==> src/rtl/dmem_arbiter.sv <==
// dmem_arbiter: two-requester arbiter in front of a single-port data memory.
// Optional DMEM_ARB_ROUND_ROBIN_EN selects round-robin ties instead of port 0 priority.
module dmem_arbiter #(
   parameter int unsigned WORDS = 128
) (
   input  logic        CLK,
   input  logic        RST,
   input  logic        req0_valid,
   input  logic        req0_we,
   input  logic [31:0] req0_addr,
   input  logic [31:0] req0_wdata,
   input  logic        req0_lock,
   output logic        req0_ready,
   output logic        rsp0_valid,
   output logic [31:0] rsp0_rdata,
   output logic        rsp0_err,
   input  logic        req1_valid,
   input  logic        req1_we,
   input  logic [31:0] req1_addr,
   input  logic [31:0] req1_wdata,
   input  logic        req1_lock,
   output logic        req1_ready,
   output logic        rsp1_valid,
   output logic [31:0] rsp1_rdata,
   output logic        rsp1_err,
   output logic        mem_we,
   output logic [31:0] mem_addr,
   output logic [31:0] mem_wdata,
   input  logic [31:0] mem_rdata
);

   localparam logic [29:0] WORDS_W = 30'(WORDS);

   typedef enum logic [1:0] {
      IDLE,
      OWN0,
      OWN1
   } state_t;

   state_t      state_q, state_d;
`ifdef DMEM_ARB_ROUND_ROBIN_EN
   logic        ptr_q, ptr_d;
`endif
   logic        rsp0_valid_q, rsp0_valid_d;
   logic [31:0] rsp0_rdata_q, rsp0_rdata_d;
   logic        rsp0_err_q, rsp0_err_d;
   logic        rsp1_valid_q, rsp1_valid_d;
   logic [31:0] rsp1_rdata_q, rsp1_rdata_d;
   logic        rsp1_err_q, rsp1_err_d;

   logic        gnt0, gnt1, any_gnt;
   logic        win_we, win_lock, in_range;
   logic [31:0] win_addr, win_wdata;

   // Pick at most one winner; a locked owner excludes the other port.
   always_comb begin
      gnt0 = 1'b0;
      gnt1 = 1'b0;
      if (!RST) begin
         unique case (state_q)
            IDLE: begin
               if (req0_valid && req1_valid) begin
`ifdef DMEM_ARB_ROUND_ROBIN_EN
                  gnt0 = !ptr_q;
                  gnt1 = ptr_q;
`else
                  gnt0 = 1'b1;
`endif
               end else begin
                  gnt0 = req0_valid;
                  gnt1 = req1_valid;
               end
            end
            OWN0:    gnt0 = req0_valid;
            OWN1:    gnt1 = req1_valid;
            default: ;
         endcase
      end
   end

   // Route the winner onto the memory port; idle port drives zeros.
   always_comb begin
      win_we    = 1'b0;
      win_lock  = 1'b0;
      win_addr  = 32'd0;
      win_wdata = 32'd0;
      if (gnt0) begin
         win_we    = req0_we;
         win_lock  = req0_lock;
         win_addr  = req0_addr;
         win_wdata = req0_wdata;
      end else if (gnt1) begin
         win_we    = req1_we;
         win_lock  = req1_lock;
         win_addr  = req1_addr;
         win_wdata = req1_wdata;
      end
   end

   assign any_gnt    = gnt0 | gnt1;
   assign in_range   = win_addr[31:2] < WORDS_W;
   assign req0_ready = gnt0;
   assign req1_ready = gnt1;
   assign mem_we     = any_gnt & win_we & in_range;
   assign mem_addr   = win_addr;
   assign mem_wdata  = win_wdata;

   // Ownership FSM, tie pointer and next response values.
   always_comb begin
      state_d      = state_q;
`ifdef DMEM_ARB_ROUND_ROBIN_EN
      ptr_d        = ptr_q;
      if (any_gnt) ptr_d = gnt0;
`endif
      unique case (state_q)
         IDLE: begin
            if (gnt0 && req0_lock) state_d = OWN0;
            else if (gnt1 && req1_lock) state_d = OWN1;
         end
         OWN0:    if (gnt0 && !req0_lock) state_d = IDLE;
         OWN1:    if (gnt1 && !req1_lock) state_d = IDLE;
         default: state_d = IDLE;
      endcase
      rsp0_valid_d = gnt0;
      rsp0_err_d   = gnt0 & !in_range;
      rsp0_rdata_d = (gnt0 && !win_we && in_range) ? mem_rdata : 32'd0;
      rsp1_valid_d = gnt1;
      rsp1_err_d   = gnt1 & !in_range;
      rsp1_rdata_d = (gnt1 && !win_we && in_range) ? mem_rdata : 32'd0;
   end

   // State and response registers; reset drops any in-flight response.
   always_ff @(posedge CLK or posedge RST) begin
      if (RST) begin
         state_q      <= IDLE;
`ifdef DMEM_ARB_ROUND_ROBIN_EN
         ptr_q        <= 1'b0;
`endif
         rsp0_valid_q <= 1'b0;
         rsp0_rdata_q <= 32'd0;
         rsp0_err_q   <= 1'b0;
         rsp1_valid_q <= 1'b0;
         rsp1_rdata_q <= 32'd0;
         rsp1_err_q   <= 1'b0;
      end else begin
         state_q      <= state_d;
`ifdef DMEM_ARB_ROUND_ROBIN_EN
         ptr_q        <= ptr_d;
`endif
         rsp0_valid_q <= rsp0_valid_d;
         rsp0_rdata_q <= rsp0_rdata_d;
         rsp0_err_q   <= rsp0_err_d;
         rsp1_valid_q <= rsp1_valid_d;
         rsp1_rdata_q <= rsp1_rdata_d;
         rsp1_err_q   <= rsp1_err_d;
      end
   end

   assign rsp0_valid = rsp0_valid_q;
   assign rsp0_rdata = rsp0_rdata_q;
   assign rsp0_err   = rsp0_err_q;
   assign rsp1_valid = rsp1_valid_q;
   assign rsp1_rdata = rsp1_rdata_q;
   assign rsp1_err   = rsp1_err_q;

endmodule
==> config.mk <==
export PLATFORM = sky130hd
export DESIGN_NAME = dmem_arbiter
export DESIGN_NICKNAME = d
export VERILOG_FILES = /design/src/rtl/dmem_arbiter.sv
export SDC_FILE = /design/constraint.sdc
export NUM_CORES = 1
export LEC_CHECK = 0
export CORE_AREA = 2 2 118 120
export CTS_CLUSTER_SIZE = 10
export DETAILED_ROUTE_END_ITERATION = 7
export DIE_AREA = 0 0 120 122
export PLACE_DENSITY = 0.76
export SLEW_MARGIN = 20
export SYNTH_ARGS = -nofsm -noshare
export SYNTH_HDL_FRONTEND = slang
export SYNTH_SLANG_ARGS = --single-unit
==> constraint.sdc <==
create_clock -name CLK -period 6.2 [get_ports CLK]
set_input_delay 0.93 -clock CLK [delete_from_list [all_inputs] [get_ports CLK]]
set_output_delay 0.93 -clock CLK [all_outputs]
set_load 0.01 [all_outputs]
Word level (Yosys, flattened, before mapping)
Cells that the tools add are included.
{"block": "word_totals", "register_bits": 70, "inputBits": 168, "out_inout_bits": 135, "wordCells": 52}
{"block": "classes", "bitwise_logic": 5, "eq_ne": 5, "reduce_logical": 15, "order_cmp": 1, "muxes": 19}
{"op": "32-bit two-way mux", "count": 6}
{"op": "30-bit by 8-bit < comparator with 1-bit output (second input constant)", "count": 1}
{"op": "1-bit logical AND", "count": 9}
{"op": "2-bit two-way mux", "count": 4}
{"op": "1-bit two-way mux", "count": 6}
{"op": "2-bit one-hot mux with 3 select lines", "count": 1}
{"op": "1-bit AND", "count": 4}
{"op": "1-bit zero test", "count": 4}
{"op": "2-bit inequality test (second input constant)", "count": 2}
{"op": "1-bit one-hot mux with 2 select lines", "count": 2}
{"op": "3-bit inequality test (second input constant)", "count": 1}
{"op": "3-bit AND reduction", "count": 1}
{"op": "2-bit by 1-bit == test with 1-bit output (second input constant)", "count": 1}
{"op": "2-bit == test (second input constant)", "count": 1}
{"op": "2-bit zero test", "count": 1}
{"op": "1-bit OR", "count": 1}

Longest topological paths before layout
{"block": "depth", "depth_word": 10, "mapped_depth": 8, "mapped_depth_nobuf": 6}

Worst setup path after synthesis
OpenSTA, ideal clock, no wires.
{"block": "synth_timing", "kind": "input to output", "from": "input req1_addr[19]", "to": "output mem_we", "path_buffers": 0, "t_arrival_ns": 2.398, "setup_slack_ns": 2.872, "cell_stages": 4, "required_time_ns": 5.270, "path_cell_list": "or4_4 o41ai_4 nand3_4 nor3_1"}
{"block": "synth_via", "elab_chain_cells": 4}
{"item": "start: declaration", "line_no": "19", "rtl": "input logic [31:0] req1_addr,"}
{"item": "32-bit two-way mux", "line_no": "92", "rtl": "end else if (gnt1) begin"}
{"item": "32-bit two-way mux", "line_no": "87", "rtl": "if (gnt0) begin"}
{"item": "30-bit by 8-bit < comparator with 1-bit output", "line_no": "101", "rtl": "assign in_range = win_addr[31:2] < WORDS_W;"}
{"item": "1-bit AND", "line_no": "104", "rtl": "assign mem_we = any_gnt & win_we & in_range;"}
{"item": "end: declaration", "line_no": "26", "rtl": "output logic mem_we,"}
No other way between the ends.

Worst setup path in the final report
{"block": "layout_timing", "from": "input req0_valid", "to": "output mem_addr[25]"}
{"block": "layout_via", "elab_chain_cells": 6, "elab_cells_between_ends": 9, "cone_classes": "mux: 8; reduce/logical: 1"}
{"item": "start: declaration", "line_no": "8", "rtl": "input logic req0_valid,"}
{"item": "1-bit logical AND", "line_no": "62", "rtl": "if (req0_valid && req1_valid) begin"}
{"item": "1-bit two-way mux", "line_no": "62"}
{"item": "1-bit one-hot mux with 2 select lines", "line_no": "60", "rtl": "unique case (state_q)"}
{"item": "1-bit two-way mux", "line_no": "59", "rtl": "if (!RST) begin"}
{"item": "32-bit two-way mux", "line_no": "92"}
{"item": "32-bit two-way mux (*)", "line_no": "87"}
{"item": "end: declaration", "line_no": "27", "rtl": "output logic [31:0] mem_addr,"}
Mark *: on every way between the ends. The rest lies on a longest branch, timed or not.

==> results.txt <==
The flow ran to the end, and the final reports show no timing, DRC or antenna violations. The count of input and output buffers is 302. The maximum number of pins on one net before global-route repair was 71. Number of flip-flops and latches in the synthesized netlist: 70. The first detailed-routing pass ran for 4 iterations.

Setup violations remaining at the end of the flow were counted as 0. At the end of routability-driven placement, the weighted congestion stood at 0.857. The run gives 43 as the number of placement rows. The highest clock rate is 205 MHz. After synthesis, the netlist uses 28 different library cells. For this run the aggregate overflow at the end of global routing stands at 0. Of the cells placed in the final design, the portion with a size suffix greater than 1 is 15.6%. When the netlist entered floorplanning its net count stood at 476. The TritonCTS buffer count was 9; the synthesized area per cell was 12.0 sq um.

The tools report the largest clock skew in the final design as 0.0101 ns. H-tree depth: 3. The first global-routing pass estimated 23100 um of wire. Setup repair after global routing left no endpoint under its margin.

The remaining antenna violation count is 0, and the number of enable-type register cells in the synthesized netlist is 0. After routing, the total negative slack on setup checks comes to 0 ns. By area the synthesized netlist is led by sky130_fd_sc_hd__dfrtp_1 (47%), sky130_fd_sc_hd__nor4_2 (20%), sky130_fd_sc_hd__a22o_1 (15%), sky130_fd_sc_hd__inv_1 (3.4%), sky130_fd_sc_hd__buf_6 (1.8%). The number of fillers in the final layout is 1181. For this block, the initial DRC count from the detailed router was 213. Cells fill 52.4% of the core in the end. The max-cap violation count is 0.

Y dimension of the die: 122 um. The clock passes through at most 2 buffers. The leakage power of the design is 2.79 nW. Detailed placement ended at an HPWL of 12000 um. In this run the horizontal extent of the chip is 120 um.

Of all nets on the critical path, the largest fanout is 51. The area growth from synthesis to final layout was 91.5%; the number of global-route vias before repair was 4054. The tightest min-delay check is of the flip-flop to flip-flop type. Hold repair after CTS inserted 0 buffers.

The total DRC errors in the routed layout is 0. The max-slew violation total from the final report came out at 0. For the cell count after synthesis, the log shows 308. Time the worst path needs with I/O delays and setup: 4.88 ns.

The top flip-flop cell by instance count after synthesis is sky130_fd_sc_hd__dfrtp_1. The number of hold-slack violations in the final timing report is 0. Once layout is complete, the cells apart from fillers number 776.

The worst setup path is of the primary input to output pin kind. sky130_fd_sc_hd__dfrtp_1 is the most common cell in the netlist. For the worst setup path, the data required time is 5.27 ns. The worst-case vdd ir drop came out at 0.123 mV. Counting tap cells, the placed design contains a total of 760 instances.

The tools report the number of nets at the end of the flow as 759. In the synthesized netlist, the cells that appear most often are sky130_fd_sc_hd__dfrtp_1 (70), sky130_fd_sc_hd__a22o_1 (64), sky130_fd_sc_hd__nor4_2 (58). The detailed-route wire length was 15700 um. The largest total area in the synthesized netlist belongs to sky130_fd_sc_hd__dfrtp_1. Capturing element type of the critical path: an output pin. The run gives 0 as the number of antenna violations at the first check in global routing. Timing analysis after detailed placement gives a worst setup slack of 1.32 ns. The arrival time at the worst endpoint came out at 3.95 ns. Clock-pin slew was measured on the worst setup and hold paths at 0.06 ns. In the routed layout, each cell is associated on average with a via count of 4.87. Clock latency on the worst-skew pair, taken at its later pin, is 0.33 ns. The portion of the post-synthesis area used by sequential elements is 47.4%, and the post-CTS setup buffer count is 0.

Clock tree synthesis selected as its root buffer the cell sky130_fd_sc_hd__clkbuf_16. Across all setup checks in the final design, the least slack found is 1.32 ns. Headroom to the max-slew limit came out at 34.6%. Post-CTS repair changed the size of 0 cells. Across every metal layer, demand over resource in global routing totals 20.9%.

In this run the biggest area consumer among cell types represents 47.4% of the synthesized area. Share of synthesized flip-flops with an asynchronous set or reset: 100%. Hold timing on the final database bottoms out at a slack of 0.457 ns. The die outline area is 14600 sq um. 303 I/O pins were placed. The tools report the initial cell density of the core as 27.4%.

The transition time of the tightest slew-check pin works out to 0.981 ns. TritonCTS built the clock tree. Power spread over the standard cell area amounts to 200 nW/um^2. For this run, the number of Yosys warnings is 0. The total core area was 13500 sq um. Number of sinks on the clock net: 70.

The setup slack of the most critical reg-to-reg path was 3.45 ns; the final worst-path cycle share was 78.7%. Across all layers, the routed design uses 3777 vias. The type of origin of the critical path is a primary input.

In the final routed layout, each cell accounts on average for 20.2 um. 0 antenna diodes ended up in the layout. The synthesized netlist occupies a cell area of 3690 sq um.
-- sequential cells by signal (all words and copies together), names as in the netlist --
register / flops
state_q: 2
rsp1_err: 1
rsp1_valid: 1
rsp0_valid: 1
rsp1_rdata: 32
rsp0_err: 1
rsp0_rdata: 32
-- placed cells by master, fill, tap and decap left out, drive strengths merged, types with 2 or more instances in the layout --
cell | Yosys | layout
a21oi | 4 | 4
a22o | 64 | 64
a31oi | 2 | 2
buf | 19 | 8
clkbuf | 17 | 12
clkdlybuf4s50 | 0 | 300
clkinv | 0 | 4
dfrtp | 70 | 70
inv | 35 | 35
nand2 | 4 | 4
nand3 | 2 | 2
nor2 | 6 | 6
nor3 | 4 | 4
nor4 | 70 | 70
or4 | 2 | 2
-- critical path: stages --
cell                              delay, ns
sky130_fd_sc_hd__clkdlybuf4s50_1       0.50
sky130_fd_sc_hd__or3b_2                0.66
sky130_fd_sc_hd__inv_2                 0.71
sky130_fd_sc_hd__buf_4                 0.36
sky130_fd_sc_hd__a22o_1                0.20
sky130_fd_sc_hd__clkdlybuf4s50_1       0.57
-- report_power, final --
part / internal, mW / total [mW] / switching [mW] / leakage [nW]
sequential: 0.471 / 0.477 / 0.00569 / 0.970
combinational: 0.234 / 0.461 / 0.227 / 1.68
clock: 0.300 / 0.477 / 0.177 / 0.148
total: 1.00 / 1.41 / 0.409 / 2.79
-- layer usage --
layer,track usage (%),wire (um)
met3,7.30,1400
met4,7.35,314
met5,0,0
met1,23.6,5760
met2,36.8,8210
-- per-stage QoR --
step / area, sq um / power (mW)
after floorplan: 3690 / 0.702
after global placement: 6790 / 0.942
after detailed placement: 6790 / 0.945
after CTS: 7070 / 1.43
after global routing: 7070 / 1.48
final: 7070 / 1.41
-- layout make-up --
cell class / instances / area [sq um] / share of cell area, %
clock buffer: 12 / 267 / 3.77
inverter: 35 / 131 / 1.86
clock inverter: 4 / 20.0 / 0.283
multi-input combinational: 167 / 1620 / 22.9
tap: 180 / 225 / 3.18
sequential: 70 / 1750 / 24.8
timing repair buffer: 308 / 3060 / 43.2
-- logic make-up (layout without fill, tap and decap cells) --
group                  count (synthesis)  after routing  synth area share, %
buffers and inverters                 71            359                 8.74
DFF                                   70             70                 47.4
and+or+nand+nor                       94             94                 26.6
AOI/OAI and AO/OA                     73             73                 17.2
-- final timing paths --
kind	end	start	cells after the start
max	mem_addr[25]	req0_valid	6
min	state_q[1]$_DFFE_PP0P_	state_q[0]$_DFFE_PP0P_	1
max reg2reg	rsp0_err$_DFF_PP0_	state_q[1]$_DFFE_PP0P_	7
min reg2reg	state_q[1]$_DFFE_PP0P_	state_q[0]$_DFFE_PP0P_	1
max in group asynchronous	rsp0_rdata[30]$_DFF_PP0_	RST	3
min in group asynchronous	state_q[1]$_DFFE_PP0P_	RST	3
(Power assumes the default switching activity.)
